**config.mk**
```make
export PLATFORM = sky130hd
export DESIGN_NAME = pc_unit
export DESIGN_NICKNAME = d
export VERILOG_FILES = /design/src/rtl/pc_pkg.sv /design/src/rtl/pc_target_calc.sv /design/src/rtl/pc_unit.sv
export SDC_FILE = /design/constraint.sdc
export NUM_CORES = 1
export LEC_CHECK = 0
export BUFFER_PORTS_ARGS = -buffer_cell sky130_fd_sc_hd__buf_2
export CAP_MARGIN = 20
export CELL_PAD_IN_SITES_DETAIL_PLACEMENT = 2
export CELL_PAD_IN_SITES_GLOBAL_PLACEMENT = 2
export CORE_ASPECT_RATIO = 1.75
export CORE_MARGIN = 1.5
export CORE_UTILIZATION = 32
export CTS_CLUSTER_SIZE = 8
export DETAILED_ROUTE_END_ITERATION = 7
export PLACE_DENSITY = 0.85
export SLEW_MARGIN = 20
export SYNTH_ARGS = -nofsm -noshare
export SYNTH_HDL_FRONTEND = slang
export SYNTH_SLANG_ARGS = --single-unit
```
**constraint.sdc**
```tcl
create_clock -name i_clk -period 11.65 [get_ports i_clk]
set_clock_uncertainty 0.1 [all_clocks]
set_input_delay 1.7475 -clock i_clk [delete_from_list [all_inputs] [get_ports i_clk]]
set_output_delay 1.7475 -clock i_clk [all_outputs]
set_load 0.02 [all_outputs]
```
**src/rtl/pc_pkg.sv**
```systemverilog
// ---------------------------------------------------------------------------
// pc_pkg
// Purpose : shared definitions for the program-counter stage.
//   - pc_state_t       : FSM states (S_INIT, S_RUN, S_HALT)
//   - WORD_BYTES       : instruction word size in bytes
//   - DEFAULT_RESET_PC : default PC loaded on reset
// ---------------------------------------------------------------------------
package pc_pkg;

  typedef enum logic [1:0] {
    S_INIT = 2'd0,
    S_RUN  = 2'd1,
    S_HALT = 2'd2
  } pc_state_t;

  localparam int unsigned WORD_BYTES       = 4;
  localparam logic [31:0] DEFAULT_RESET_PC = 32'h0000_0000;

endpackage : pc_pkg

```
**src/rtl/pc_target_calc.sv**
```systemverilog
// ---------------------------------------------------------------------------
// pc_target_calc
// Purpose : purely combinational next-PC generation. Builds the sequential,
//           branch and jump candidate targets from the current PC, selects
//           one by redirect priority (jr > jump > branch > sequential) and
//           flags whether the selected address is misaligned or outside the
//           instruction memory.
// Ports   :
//   i_pc           current PC
//   i_branch       taken branch, offset in i_branch_imm (words, signed)
//   i_jump         J/JAL, word index in i_jump_target
//   i_jr           register-indirect jump to i_jr_addr
//   o_seq_target   PC+4 (also the JAL link value)
//   o_next_pc      selected next PC
//   o_fault        selected next PC is misaligned or out of range
// ---------------------------------------------------------------------------
module pc_target_calc
  import pc_pkg::*;
#(
  parameter int unsigned IMEM_BYTES = 256
) (
  input  logic [31:0] i_pc,
  input  logic        i_branch,
  input  logic [15:0] i_branch_imm,
  input  logic        i_jump,
  input  logic [25:0] i_jump_target,
  input  logic        i_jr,
  input  logic [31:0] i_jr_addr,
  output logic [31:0] o_seq_target,
  output logic [31:0] o_next_pc,
  output logic        o_fault
);

  // Highest legal fetch address.
  localparam logic [31:0] LAST_PC = 32'(IMEM_BYTES - WORD_BYTES);

  logic [31:0] w_seq_target;
  logic [31:0] w_branch_target;
  logic [31:0] w_jump_target;
  logic [31:0] w_branch_offset;
  logic [31:0] w_next_pc;

  // Carries out of bit 31 are simply dropped by the 32-bit adders; a
  // wrapped result lands wherever it lands and is then range-checked.
  assign w_seq_target    = i_pc + 32'(WORD_BYTES);
  assign w_branch_offset = {{14{i_branch_imm[15]}}, i_branch_imm, 2'b00};
  assign w_branch_target = w_seq_target + w_branch_offset;
  // Jump keeps the 256 MB region of the instruction after the current one.
  assign w_jump_target   = {w_seq_target[31:28], i_jump_target, 2'b00};

  always_comb begin
    w_next_pc = w_seq_target;
    if (i_jr) begin
      w_next_pc = i_jr_addr;
    end else if (i_jump) begin
      w_next_pc = w_jump_target;
    end else if (i_branch) begin
      w_next_pc = w_branch_target;
    end
  end

  assign o_seq_target = w_seq_target;
  assign o_next_pc    = w_next_pc;
  assign o_fault      = (w_next_pc[1:0] != 2'b00) || (w_next_pc > LAST_PC);

endmodule : pc_target_calc

```
**src/rtl/pc_unit.sv**
```systemverilog
// ---------------------------------------------------------------------------
// pc_unit
// Purpose : program-counter stage feeding the instruction memory. Holds the
//           registered fetch address, advances or redirects it each cycle,
//           and stops permanently (until reset) on halt or on a bad target.
// Ports   :
//   i_clk, i_reset   clock, synchronous active-high reset
//   i_stall          hold PC this cycle (redirects are dropped)
//   i_branch/_imm    taken branch, signed word offset
//   i_jump/_target   J/JAL, 26-bit word index
//   i_jr/_addr       register-indirect jump, byte address
//   i_halt_req       stop fetching
//   o_pc             current fetch address
//   o_pc_plus4       o_pc + 4, combinational
//   o_pc_valid       o_pc is a live fetch address (S_RUN)
//   o_fault          sticky misaligned/out-of-range flag
//   o_halted         in S_HALT
//   o_fetch_count    PC advances since reset
// ---------------------------------------------------------------------------
module pc_unit
  import pc_pkg::*;
#(
  parameter logic [31:0] RESET_PC   = DEFAULT_RESET_PC,
  parameter int unsigned IMEM_BYTES = 256
) (
  input  logic        i_clk,
  input  logic        i_reset,
  input  logic        i_stall,
  input  logic        i_branch,
  input  logic [15:0] i_branch_imm,
  input  logic        i_jump,
  input  logic [25:0] i_jump_target,
  input  logic        i_jr,
  input  logic [31:0] i_jr_addr,
  input  logic        i_halt_req,
  output logic [31:0] o_pc,
  output logic [31:0] o_pc_plus4,
  output logic        o_pc_valid,
  output logic        o_fault,
  output logic        o_halted,
  output logic [31:0] o_fetch_count
);

  pc_state_t   r_state;
  logic [31:0] r_pc;
  logic [31:0] r_fetch_count;
  logic        r_fault;

  pc_state_t   w_state_next;
  logic [31:0] w_pc_next;
  logic [31:0] w_fetch_count_next;
  logic        w_fault_next;

  logic [31:0] w_seq_target;
  logic [31:0] w_calc_next_pc;
  logic        w_calc_fault;

  pc_target_calc #(
    .IMEM_BYTES (IMEM_BYTES)
  ) u_target_calc (
    .i_pc          (r_pc),
    .i_branch      (i_branch),
    .i_branch_imm  (i_branch_imm),
    .i_jump        (i_jump),
    .i_jump_target (i_jump_target),
    .i_jr          (i_jr),
    .i_jr_addr     (i_jr_addr),
    .o_seq_target  (w_seq_target),
    .o_next_pc     (w_calc_next_pc),
    .o_fault       (w_calc_fault)
  );

  always_ff @(posedge i_clk) begin
    if (i_reset) begin
      r_state       <= S_INIT;
      r_pc          <= RESET_PC;
      r_fetch_count <= 32'd0;
      r_fault       <= 1'b0;
    end else begin
      r_state       <= w_state_next;
      r_pc          <= w_pc_next;
      r_fetch_count <= w_fetch_count_next;
      r_fault       <= w_fault_next;
    end
  end

  always_comb begin
    w_state_next       = r_state;
    w_pc_next          = r_pc;
    w_fetch_count_next = r_fetch_count;
    w_fault_next       = r_fault;
    case (r_state)
      // One idle cycle so the memory can present the word at RESET_PC
      // before decode starts acting on it; control inputs are ignored.
      S_INIT: begin
        w_state_next = S_RUN;
        w_pc_next    = RESET_PC;
      end
      S_RUN: begin
        if (i_halt_req) begin
          w_state_next = S_HALT;
        end else if (i_stall) begin
          // Hold; any redirect this cycle is dropped and must be re-presented.
          w_pc_next = r_pc;
        end else if (w_calc_fault) begin
          // Bad target: keep the last good PC and stop on this same edge.
          w_fault_next = 1'b1;
          w_state_next = S_HALT;
        end else begin
          w_pc_next          = w_calc_next_pc;
          w_fetch_count_next = r_fetch_count + 32'd1;
        end
      end
      S_HALT: begin
        w_state_next = S_HALT;
      end
      default: begin
        w_state_next = S_INIT;
      end
    endcase
  end

  assign o_pc          = r_pc;
  assign o_pc_plus4    = w_seq_target;
  assign o_pc_valid    = (r_state == S_RUN);
  assign o_halted      = (r_state == S_HALT);
  assign o_fault       = r_fault;
  assign o_fetch_count = r_fetch_count;

endmodule : pc_unit

```
# ---- Yosys cells after proc, flatten, opt, wreduce, memory -nomap -nowiden
# Index checks and enable logic that the tools add are counted.
dict set report op_classes {
  addsub 3
  multipliers 0
  div 0
  magnitude_cmp 1
  n_eq_ne 7
  shift 0
  mux 11
  bitwise_logic 3
  n_reduce_logical 8
}
# op count
set ops {}
lappend ops {{$mux W32} 6}
lappend ops {{$pmux W32 S2} 1}
lappend ops {{$add A32 B1 Y32 const B} 1}
lappend ops {{$add A32 B3 Y32 const B} 1}
lappend ops {{$add A32 B32 Y32} 1}
lappend ops {{$gt A32 B8 Y1 const B} 1}
lappend ops {{$reduce_and A4 Y1} 3}
lappend ops {{$mux W2} 3}
lappend ops {{$ne A2 B2 Y1 const B} 3}
lappend ops {{$pmux W2 S3} 1}
lappend ops {{$reduce_bool A2 Y1} 2}
lappend ops {{$ne A3 B2 Y1 const B} 1}
lappend ops {{$ne A3 B3 Y1 const B} 1}
lappend ops {{$not A1 Y1} 3}
lappend ops {{$eq A2 B1 Y1 const B} 1}
lappend ops {{$eq A2 B2 Y1 const B} 1}
lappend ops {{$logic_not A2 Y1} 1}
lappend ops {{$reduce_and A2 Y1} 1}
lappend ops {{$logic_or A1 B1 Y1} 1}
dict set report totals {
  regBits 67
  latch_bits 0
  ram_bits 0
  romBits 0
  input_bits 81
  wordCells 37
  n_memories 0
}

# ---- Depth between registers and ports, before layout
# Gate-level depths: netlist (run 1).
dict set report logic_depth {
  word_depth 11
  ltp_mapped 19
  depth_no_buf 17
}

# ---- Modules after synthesis
# Synthesis (run 1) repeated with hierarchy kept, for this count alone.
dict set report unflattened {
  hier_cells 804
  area_unflattened_um2 5905.7
}
# mod instances cells_each area_per_inst_um2 seq_area_each_um2
set by_module_without_submodules {}
lappend by_module_without_submodules {pc_target_calc 1 490 3115.5 0.0}
lappend by_module_without_submodules {pc_unit 1 314 2790.2 1341.3}

# ---- Least setup slack after synthesis (run 1)
# No wires, ideal clock.
dict set report synth_path {
  kind {input port to flip-flop}
  from {input i_branch_imm[0]}
  to {register r_fetch_count[0] (netlist: o_fetch_count[0])}
  setup_ns 0.121
  arrival_time_ns 5.035
  slack_ns 6.394
  path_stages 14
  n_path_buf 1
  cell_sequence {ha_1 > inv_1 > fa_1 > nand2b_1 > a21oi_1 > o21ai_0 > a21oi_1 > xor2_1 > a2111oi_0 > nand4b_1 > or4_1 > buf_6 > nor3_4 > mux2_4}
}
dict set report synth_between {
  elab_chain_cells 8
}
# item line_no
set synth_rtl {}
lappend synth_rtl {{from (decl)} pc_unit.sv:30} ;# input logic [15:0] i_branch_imm,
lappend synth_rtl {{$add A32 B32 Y32} pc_target_calc.sv:47} ;# assign w_branch_target = w_seq_target + w_branch_offset;
lappend synth_rtl {{$mux W32} pc_target_calc.sv:57} ;# end else if (i_branch) begin
lappend synth_rtl {{$mux W32} pc_target_calc.sv:55} ;# end else if (i_jump) begin
lappend synth_rtl {{$mux W32} pc_target_calc.sv:53} ;# if (i_jr) begin
lappend synth_rtl {{$gt A32 B8 Y1} pc_target_calc.sv:64} ;# assign o_fault = (w_next_pc[1:0] != 2'b00) || (w_next_pc > LAST_PC);
lappend synth_rtl {{$logic_or A1 B1 Y1} pc_target_calc.sv:64}
lappend synth_rtl {{$not A1 Y1 (no source line)} --}
lappend synth_rtl {{$reduce_and A4 Y1 (no source line)} --}
lappend synth_rtl {{to (signal assigned)} pc_unit.sv:82} ;# r_fetch_count <= w_fetch_count_next;
lappend synth_rtl {{to (decl)} pc_unit.sv:46} ;# logic [31:0] r_fetch_count;
# Every way passes these cells.
# A chain may end at the register's enable or synchronous reset.

# ---- Final worst setup path (run 1)
dict set report layout_path {
  from {register r_pc[2] (netlist: o_pc[2])}
  to {register r_fetch_count[0] (netlist: o_fetch_count[0])}
}
dict set report layout_between {
  elab_chain_cells 9
}
# item line_no
set layout_rtl {}
lappend layout_rtl {{from (decl)} pc_unit.sv:45} ;# logic [31:0] r_pc;
lappend layout_rtl {{from (signal assigned)} pc_unit.sv:81} ;# r_pc <= w_pc_next;
lappend layout_rtl {{$add A32 B3 Y32 (*)} pc_target_calc.sv:45} ;# assign w_seq_target = i_pc + 32'(WORD_BYTES);
lappend layout_rtl {{$add A32 B32 Y32} pc_target_calc.sv:47}
lappend layout_rtl {{$mux W32} pc_target_calc.sv:57}
lappend layout_rtl {{$mux W32 (*)} pc_target_calc.sv:55}
lappend layout_rtl {{$mux W32 (*)} pc_target_calc.sv:53}
lappend layout_rtl {{$gt A32 B8 Y1 (*)} pc_target_calc.sv:64}
lappend layout_rtl {{$logic_or A1 B1 Y1 (*)} pc_target_calc.sv:64}
lappend layout_rtl {{$not A1 Y1 (no source line) (*)} --}
lappend layout_rtl {{$reduce_and A4 Y1 (no source line) (*)} --}
# Mark *: on every way between the ends. The rest lies on a longest branch, timed or not.

==> results.json, run 1 <==
{
  "status": "finished, final reports clean",
  "multi_input_area_um2": 5070,
  "yosysSeqAreaShare_pct": 19.7,
  "path_buf_inv": 1,
  "vias": 7968,
  "ant_nets": 0,
  "postLayoutCellArea_um2": 8160,
  "drive_above_1_share_pct": 23.4,
  "final_util_pct": 39.1,
  "cp_cell_sequence": "ha_1 > nand3_2 > or4_1 > xnor2_1 > ha_1 > a21oi_1 > o21ai_0 > nor3_1 > a31oi_1 > and3b_1 > a2111oi_0 > o2111ai_1 > or4_1 > buf_4 > nor3_4 > mux2_4",
  "max_freq_ghz": 0.144,
  "p_leak_nw": 3.50,
  "core_um2": 20800,
  "path_clk_slew_ns": 0.06,
  "synth_edf_count": 0,
  "ys_warn_count": 0,
  "wl_per_cell_um": 24.5,
  "die_w_um": 113,
  "tns_ns": 0,
  "finalSetupViolations": 0,
  "synth_largest_area_cell": "dfxtp_1",
  "ys_top_cells_by_area": "dfxtp_1, ha_1, nor2_1, a21oi_1, xnor2_1",
  "grt_overflow_total": 0,
  "diodes": 0,
  "placed_area_um2": 7830,
  "grt_pass1_vias": 8667,
  "p_total_mw": 0.677,
  "io_pins": 180,
  "path_delay_family": "simple AND/OR/NAND/NOR gates",
  "cts_tree": "yes",
  "hpwl_um": 26300,
  "cp_data_required_time_ns": 11.77,
  "port_buffers": 179,
  "synth_cell_types": 80,
  "min_period_over_period_pct": 59.6,
  "grt_max_degree": 81,
  "rsz0062_at_grt": "false",
  "synth_most_common_cell": "nor2_1",
  "slew_headroom_pct": 34.2,
  "seqCellArea_um2": 1340,
  "place.gp.congestion": 0.976,
  "pre_cts_slack_ns": 4.66,
  "ys_async_sr_fraction_pct": 0,
  "n_fill_cell": 2545,
  "tightest_slew_ns": 0.962,
  "drcViolationCount": 0,
  "maxSlewViolCount": 0,
  "max_stage_delay_ns": 0.76,
  "start_kind": "register",
  "final_cells": 1329,
  "clock_sinks": 67,
  "cts-resized-gates": 0,
  "antenna_found_initial": 0,
  "cts_hold_buffers": 0,
  "ys_ff_latch": 67,
  "worstPathMaxFanout": 36,
  "synth_ff_type": "dfxtp_1",
  "powerDensity_nw_per_um2": 82.9,
  "grtUsageTotal_pct": 28.9,
  "avgViaCountPerCell": 6.00,
  "critPathCaptureType": "register",
  "dr.pass1.iters": 5,
  "drt_iter0_markers": 301,
  "syn_area_per_cell_um2": 7.31,
  "die_h_um": 196,
  "cts_setup_buffers": 0,
  "fin_ws_ns": 4.71,
  "wl_um": 32500,
  "cts_inserted_buffers": 9,
  "arrival_ns": 7.07,
  "fin_crit_ns": 6.94,
  "clock_latency_ns": 0.34,
  "hold_ws_ns": 0.378,
  "yosys-top-cells-count": "nor2_1, nand2_1, dfxtp_1, a21oi_1, nor3_1",
  "nets": 1193,
  "netlist.area_leader.share_pct": 19.7,
  "cts_root_buffer": "clkbuf_16",
  "ir_drop_uv": 96.1,
  "cp_slowest_cell": "a2111oi_0",
  "netlist_instances": 930,
  "syn2layout_area_growth_pct": 20.0,
  "criticalPathCategory": "register to register",
  "syn_area_um2": 6800,
  "rows": 70,
  "hold_viol_final": 0,
  "htreeDepth": 3,
  "grt_pass1_wl_um": 49700,
  "synth_nets": 1051,
  "placed_cells": 1312,
  "start_util_pct": 32.6,
  "die-area_um2": 22200,
  "hold_path_class": "register to register",
  "drv_cap": 0,
  "max-clock-path-buffers": 2
}
-- registers in the layout, indices dropped and copies added, names as in the netlist --
register / count
o_fault: 1
r_state: 2
o_pc: 32
o_fetch_count: 32
-- cell usage in the layout, fill, tap and decap left out, drive strengths merged, types with 5 or more instances in the layout --
master,synthesis,routed
nor4,16,16
o21ai,34,34
a21o,8,8
a211oi,12,12
inv,43,44
o211ai,9,9
ha,39,39
and2,7,7
mux2,37,37
nor2,131,131
nand4,31,31
o21a,11,11
a21oi,56,56
o221ai,5,5
nand4b,5,5
xnor2,33,33
nand2,72,72
a311oi,6,6
a2111oi,9,9
clkbuf,47,9
nor3b,9,9
a31oi,8,8
and4,6,6
or3,6,6
nand3,28,28
buf,8,186
xor2,10,10
mux2i,8,8
or2,7,7
dfxtp,67,67
nand2b,14,14
nor2b,35,35
and3,13,13
nor3,52,52
-- cells by family (layout without fill, tap and decap cells) --
family | after synthesis | after routing | share of synthesized area (%)
AOI/OAI and AO/OA | 191 | 191 | 19.1
xor gates and xnor gates | 43 | 43 | 5.65
adders and majority gates | 40 | 40 | 7.47
buffers and inverters | 99 | 246 | 5.78
DFF | 67 | 67 | 19.7
muxes | 45 | 45 | 7.69
and+or+nand+nor | 445 | 445 | 34.6
-- final cells by class --
| class | count | area share (%) |
|---|---|---|
| Multi-Input combinational cell | 764 | 62.1 |
| Sequential cell | 67 | 16.4 |
| Timing Repair Buffer | 186 | 11.7 |
| Tap cell | 252 | 3.86 |
| Clock buffer | 9 | 2.76 |
| Inverter | 44 | 2.02 |
| Clock inverter | 7 | 1.12 |
-- worst paths after layout --
check / startpoint / endpoint / slack [ns] / depth (start not counted)
worst min-delay path: o_fault$_SDFFE_PP0P_ / o_fault$_SDFFE_PP0P_ / 0.38 / 2
worst max-delay path: o_pc[2]$_SDFFE_PP0P_ / o_fetch_count[0]$_SDFFE_PP0P_ / 4.71 / 16
worst max register to register: o_pc[2]$_SDFFE_PP0P_ / o_fetch_count[0]$_SDFFE_PP0P_ / 4.71 / 16
worst min register to register: o_fault$_SDFFE_PP0P_ / o_fault$_SDFFE_PP0P_ / 0.38 / 2
-- worst reg2reg max path, stage by stage, from the launching register on --
cell and delay (ns):
dfxtp_1 0.44, ha_1 0.24, nand3_2 0.20, or4_1 0.62
xnor2_1 0.56, ha_1 0.43, a21oi_1 0.44, o21ai_0 0.37
nor3_1 0.27, a31oi_1 0.23, and3b_1 0.26, a2111oi_0 0.76
o2111ai_1 0.21, or4_1 0.50, buf_4 0.31, nor3_4 0.55
mux2_4 0.35
-- routing by layer --
layer	share of wire [%]	global-route usage, %	vias up
li1	-	-	3637
met2	54	56.1	259
met4	6.8	18.8	0
met5	0	0	-
met1	35	27.9	3970
met3	3.9	3.80	102
-- power breakdown --
group          switching [mW]  internal, mW  leakage (nW)
combinational          0.0966        0.0503          2.80
clock                   0.108         0.187         0.156
sequential            0.00258         0.232         0.540
total                   0.207         0.470          3.50
(Power assumes the default switching activity.)
==> run 2: changes to the inputs <==
--- a/config.mk
+++ b/config.mk
@@ -5,16 +5,17 @@
 export SDC_FILE = /design/constraint.sdc
 export NUM_CORES = 1
 export LEC_CHECK = 0
+export ABC_AREA = 1
 export BUFFER_PORTS_ARGS = -buffer_cell sky130_fd_sc_hd__buf_2
 export CAP_MARGIN = 20
 export CELL_PAD_IN_SITES_DETAIL_PLACEMENT = 2
 export CELL_PAD_IN_SITES_GLOBAL_PLACEMENT = 2
 export CORE_ASPECT_RATIO = 1.75
 export CORE_MARGIN = 1.5
-export CORE_UTILIZATION = 32
+export CORE_UTILIZATION = 25
 export CTS_CLUSTER_SIZE = 8
 export DETAILED_ROUTE_END_ITERATION = 7
-export PLACE_DENSITY = 0.85
+export PLACE_DENSITY = 0.77
 export SLEW_MARGIN = 20
 export SYNTH_ARGS = -nofsm -noshare
 export SYNTH_HDL_FRONTEND = slang
==> constraint.sdc (replaced) <==
create_clock -name i_clk -period 6.05 [get_ports i_clk]
set_clock_uncertainty 0.1 [all_clocks]
set_input_delay 0.9075 -clock i_clk [delete_from_list [all_inputs] [get_ports i_clk]]
set_output_delay 0.9075 -clock i_clk [all_outputs]
set_load 0.02 [all_outputs]
==> run 2 against run 1 <==
Against the previous run:
- non-clock buffer count up 14
- power grew to 2.7 times the previous value
- critical path depth rose by 7
- global-route usage decreased by 2.9 points
- sequential share of layout area decreased by 2.1 points
- worst hold slack got worse by 0.024 ns
- synthesized cell count rose by 50%
- critical path type unchanged
==> results.json, run 2 <==
{
  "die_h_um": 235,
  "wl_per_cell_um": 20.9,
  "cts-resized-gates": 0,
  "ys_async_sr_fraction_pct": 0,
  "start_kind": "register",
  "hpwl_um": 35300,
  "grt_overflow_total": 0,
  "htreeDepth": 3,
  "worstPathMaxFanout": 20,
  "syn2layout_area_growth_pct": 21.6,
  "combPwrFrac_pct": 42.5,
  "finalSetupViolations": 0,
  "tightest_slew_ns": 0.959,
  "synth_edf_count": 0,
  "synth_largest_area_cell": "nand2_1",
  "synth_nets": 1513,
  "drcViolationCount": 0,
  "grt_max_degree": 53,
  "p_leak_nw": 4.94,
  "die_w_um": 136,
  "place.gp.congestion": 0.937,
  "max-clock-path-buffers": 2,
  "p_switching_mw": 0.767,
  "rsz0062_at_grt": "false",
  "max_stage_delay_ns": 0.63,
  "min_period_over_period_pct": 88.0,
  "rows": 84,
  "final_util_pct": 31.0,
  "ys_ff_latch": 67,
  "hold_path_class": "register to register",
  "netlist_instances": 1392,
  "placed_area_um2": 9030,
  "cts_tree": "yes",
  "hold_ws_ns": 0.354,
  "antenna_found_initial": 0,
  "drive_above_1_share_pct": 17.6,
  "wl_um": 40900,
  "n_fill_cell": 3941,
  "synth_most_common_cell": "nand2_1",
  "ant_nets": 0,
  "grtUsageTotal_pct": 26.0,
  "netlist.area_leader.share_pct": 22.7,
  "criticalPathCategory": "register to register",
  "nets": 1687,
  "clock_sinks": 67,
  "pre_cts_slack_ns": 0.658,
  "port_buffers": 179,
  "netSwitchingFraction_pct": 42.7,
  "drt_iter0_markers": 251,
  "clock_latency_ns": 0.34,
  "grt_pass1_wl_um": 61800,
  "fin_crit_ns": 5.32,
  "yosysSeqAreaShare_pct": 17.5,
  "cts_root_buffer": "clkbuf_16",
  "io_pins": 180,
  "clockPowerShare_pct": 30.5,
  "syn_area_per_cell_um2": 5.52,
  "fin_ws_ns": 0.726,
  "die-area_um2": 31800,
  "postLayoutCellArea_um2": 9350,
  "final_common_cell": "nand2_1",
  "multi_input_area_um2": 5310,
  "yosys-top-cells-count": "nand2_1, inv_1, nor2_1, nand3_1, a21oi_1",
  "synth_ff_type": "dfxtp_1",
  "cts_setup_buffers": 0,
  "drv_cap": 0,
  "max_freq_ghz": 0.188,
  "maxSlewViolCount": 0,
  "path_clk_slew_ns": 0.06,
  "cp_slowest_cell": "nor3_1",
  "avgViaCountPerCell": 5.02,
  "grt_pass1_vias": 10900,
  "ys_top_cells_by_area": "nand2_1, dfxtp_1, inv_1, nand3_1, nor2_1",
  "diodes": 0,
  "cts_hold_buffers": 0,
  "syn_area_um2": 7690,
  "cp_data_required_time_ns": 6.22,
  "vias": 9837,
  "dr.pass1.iters": 4,
  "intPower_mw": 1.03,
  "tns_ns": 0,
  "core_um2": 30200,
  "hold_viol_final": 0,
  "arrival_ns": 5.50,
  "ys_warn_count": 0,
  "critPathCaptureType": "register",
  "slew_headroom_pct": 35.7,
  "final_cell_mix": "nand2_1, inv_1, buf_2, nor2_1, nand3_1",
  "cpMostUsedCell": "nand2_1",
  "cp_cell_sequence": "nand2_1 > nor2_1 > nand2_1 > nor3_1 > xor2_1 > ha_1 > nand2_1 > nor2_1 > nand2_1 > nor2_1 > nand2_1 > nand3_1 > nand2_1 > nand3_1 > nand2_1 > nand2_1 > nand2_1 > nor2_1 > nand3_1 > nor2_2 > buf_4 > nand4_1 > a21oi_1",
  "status": "finished, final reports clean",
  "p_seq_share_pct": 27.0,
  "synth_cell_types": 43,
  "seqCellArea_um2": 1340,
  "ir_drop_uv": 165,
  "cts_inserted_buffers": 9,
  "powerDensity_nw_per_um2": 192,
  "start_util_pct": 25.5
}
run 2: changes by cell type after synthesis, sizes merged, moves of 14 or more:
cell,before,now
nand3,28,118
nor2b,35,0
nor2,131,151
nand4,31,50
nand2,72,471
xnor2,33,6
clkbuf,47,26
inv,43,221
a21oi,56,73
xor2,10,25
mux2,37,0
nand2b,14,0
run 2: path summary, 6_finish.rpt:
path | startpoint | to | slack, ns | cells past startpoint
setup / recovery | o_pc[15]$_SDFFE_PP0P_ | o_fetch_count[12]$_SDFFE_PP0P_ | 0.73 | 23
hold / removal | o_fault$_SDFFE_PP0P_ | o_fault$_SDFFE_PP0P_ | 0.35 | 2
setup reg to reg | o_pc[15]$_SDFFE_PP0P_ | o_fetch_count[12]$_SDFFE_PP0P_ | 0.73 | 23
hold reg to reg | o_fault$_SDFFE_PP0P_ | o_fault$_SDFFE_PP0P_ | 0.35 | 2
run 2: metal layers:
metal / up-vias / wire length [µm] / GRT usage [%]
met5: - / 0 / 0
met4: 0 / 3680 / 20.6
met3: 129 / 1000 / 2.59
met2: 233 / 23000 / 51.6
met1: 4710 / 13300 / 22.6
li1: 4765 / - / -
run 2: final cells by class:
cell class / instances / share of cell area, %
clock buffers: 11 / 2.70
clock inverters: 5 / 0.656
inverters: 224 / 9.00
multi-input cells: 1064 / 56.8
flip-flops and latches: 67 / 14.4
well taps: 387 / 5.18
repair buffers: 200 / 11.3
run 2: power groups by stage:
stage	clock [mW]	sequential, mW	combinational (mW)
finish	0.549	0.486	0.764
global route	0.581	0.488	0.844
CTS	0.568	0.487	0.775
detailed placement	0	0.496	0.771
global placement	0	0.493	0.759
floorplan	0	0.522	0.473
run 2: cells by family after synthesis:
group	share of synthesized area, %
simple gates	51.0
buf+inv	13.5
compound gates	7.96
flops	17.5
fa+ha+maj	6.61
xor+xnor	3.53
run 2: worst max-delay path, delay by kind of cell, from the launching register on:
family          cells  cell delay (ns)
simple gates       19             3.32
flops               1             0.49
fa+ha+maj           1             0.49
buf+inv             1             0.34
xor+xnor            1             0.27
compound gates      1             0.19
run 2: through the flow:
step / power, mW / instances
6_report: 1.80 / 1958
3_3_place_gp: 1.25 / 1942
5_1_grt: 1.91 / 1958
4_1_cts: 1.83 / 1958
3_5_place_dp: 1.27 / 1942
2_1_floorplan: 0.995 / 1392
==> run 3: changes to the inputs <==
--- a/config.mk
+++ b/config.mk
@@ -6,16 +6,16 @@
 export NUM_CORES = 1
 export LEC_CHECK = 0
 export ABC_AREA = 1
-export BUFFER_PORTS_ARGS = -buffer_cell sky130_fd_sc_hd__buf_2
 export CAP_MARGIN = 20
 export CELL_PAD_IN_SITES_DETAIL_PLACEMENT = 2
 export CELL_PAD_IN_SITES_GLOBAL_PLACEMENT = 2
 export CORE_ASPECT_RATIO = 1.75
 export CORE_MARGIN = 1.5
-export CORE_UTILIZATION = 25
+export CORE_UTILIZATION = 29
 export CTS_CLUSTER_SIZE = 8
 export DETAILED_ROUTE_END_ITERATION = 7
-export PLACE_DENSITY = 0.77
+export DONT_BUFFER_PORTS = 1
+export PLACE_DENSITY = 0.75
 export SLEW_MARGIN = 20
 export SYNTH_ARGS = -nofsm -noshare
 export SYNTH_HDL_FRONTEND = slang
==> run 3 against run 2 <==
Against the previous run:
- core utilization grew 1.4 points
- clock power decreased by 8.4%
- routed wire length decreased by 4.8%
- critical endpoint is now o_fetch_count[20]$_SDFFE_PP0P_
- sequential cell count unchanged
- setup slack got worse by 0.23 ns
- the run now ends with design-rule violations left
- first-iteration DRC count rose by 30%
- non-clock buffer count shrank 173
- worst hold slack improved by 0.054 ns
- register-to-register slack got worse by 0.23 ns
- largest cell class unchanged
- maximum frequency decreased by 4.2%
- power fell by 5.9%
- critical path type unchanged
- combinational power is 8.6% lower
==> results.json, run 3 (synthesis gave the netlist of run 2 again) <==
{
  "status": "finished, violations left",
  "violations": "design-rule violations",
  "cp_data_required_time_ns": 6.18,
  "criticalPathCategory": "register to register",
  "dr.pass1.iters": 6,
  "cts_root_buffer": "clkbuf_16",
  "htreeDepth": 3,
  "drv_cap": 0,
  "place.gp.congestion": 0.957,
  "die_h_um": 218,
  "die-area_um2": 27500,
  "cts-resized-gates": 0,
  "p_leak_nw": 4.11,
  "grt_overflow_total": 0,
  "grt_max_degree": 53,
  "final_common_cell": "nand2_1",
  "vias": 9275,
  "tns_ns": 0,
  "ir_drop_uv": 182,
  "drcViolationCount": 10,
  "maxSlewViolCount": 0,
  "met3_length_um": 1480,
  "path_clk_slew_ns": 0.06,
  "final_cell_mix": "nand2_1, inv_1, nor2_1, nand3_1, a21oi_1",
  "arrival_ns": 5.68,
  "cts_inserted_buffers": 9,
  "min_period_over_period_pct": 91.8,
  "drt_iter0_markers": 327,
  "p_total_mw": 1.69,
  "die_w_um": 126,
  "core_um2": 26000,
  "syn2layout_area_growth_pct": 9.26,
  "grt_pass1_wl_um": 59300,
  "ant_nets": 0,
  "max_stage_delay_ns": 0.65,
  "n_fill_cell": 3440,
  "grtUsageTotal_pct": 28.8,
  "rows": 78,
  "critPathCaptureType": "register",
  "io_pins": 180,
  "avgViaCountPerCell": 5.40,
  "top_layer": "met4",
  "max_freq_ghz": 0.180,
  "cts_setup_buffers": 0,
  "fin_crit_ns": 5.56,
  "wl_um": 39000,
  "wl_per_cell_um": 22.7,
  "rsz0062_at_grt": "false",
  "dr_wl_met2_um": 21800,
  "hold_path_class": "register to register",
  "worstPathMaxFanout": 38,
  "cpMostUsedCell": "nand2_1",
  "cts_tree": "yes",
  "slew_headroom_pct": 36.0,
  "postLayoutCellArea_um2": 8400,
  "hold_viol_final": 0,
  "cp_slowest_cell": "dfxtp_1",
  "start_util_pct": 29.6,
  "finalSetupViolations": 0,
  "nets": 1514,
  "antenna_found_initial": 1,
  "tightest_slew_ns": 0.959,
  "clock_latency_ns": 0.35,
  "placed_area_um2": 8110,
  "hpwl_um": 33300,
  "cts_hold_buffers": 0,
  "clock_sinks": 67,
  "met1_length_um": 11800,
  "start_kind": "register",
  "powerDensity_nw_per_um2": 202,
  "max-clock-path-buffers": 2,
  "drive_above_1_share_pct": 7.44,
  "port_buffers": 0,
  "grt_pass1_vias": 10400
}
run 3: power by group:
part           total (mW)  internal (mW)  switching [mW]
logic               0.698          0.191           0.507
registers           0.492          0.464          0.0273
clock network       0.503          0.298           0.205
run 3: metrics by stage:
| stage | setup WS [ns] | hold WS, ns | utilization (%) | std cells |
|---|---|---|---|---|
| finish | 0.494 | 0.408 | 32.4 | 1719 |
| global route | 0.173 | 0.440 | 32.4 | 1719 |
| CTS | 0.266 | 0.415 | 32.3 | 1718 |
| detailed placement | 0.305 | 0.408 | 31.2 | 1702 |
| global placement | 0.387 | 0.397 | 31.2 | 1702 |
| floorplan | 2.06 | 0.379 | - | 1392 |
run 3: critical path, delay by kind of cell, from the launching register on:
family / cells / cell delay [ns]
AND/OR/NAND/NOR: 18 / 2.57
buffers and inverters: 4 / 0.60
XOR/XNOR: 1 / 0.59
AO/OA/AOI/OAI: 2 / 0.46
flip-flops: 1 / 0.65
adder cells (fa/ha/maj): 1 / 0.41
run 3: worst paths after layout:
path	start	to	slack, ns	depth (start not counted)
min reg2reg	r_state[1]$_SDFFE_PP0P_	r_state[1]$_SDFFE_PP0P_	0.41	2
max reg2reg	o_pc[16]$_SDFFE_PP0P_	o_fetch_count[20]$_SDFFE_PP0P_	0.49	26
max	o_pc[16]$_SDFFE_PP0P_	o_fetch_count[20]$_SDFFE_PP0P_	0.49	26
min	r_state[1]$_SDFFE_PP0P_	r_state[1]$_SDFFE_PP0P_	0.41	2
run 3: final cells by class:
class                   count  area, µm²  share of cell area [%]
inverters                 224        841                    10.0
flip-flops and latches     67       1340                    16.0
repair buffers             27        215                    2.56
clock inverters             4       25.0                   0.298
well taps                 320        400                    4.77
multi-input cells        1064       5320                    63.3
clock buffers              12        256                    3.05
diodes                      1       2.50                  0.0298
run 3: layer usage:
| metal | vias up | global-route usage [%] |
|---|---|---|
| met5 | - | 0 |
| met3 | 134 | 4.43 |
| met1 | 4485 | 23.3 |
| met4 | 0 | 25.4 |
| met2 | 250 | 58.3 |
| li1 | 4406 | - |
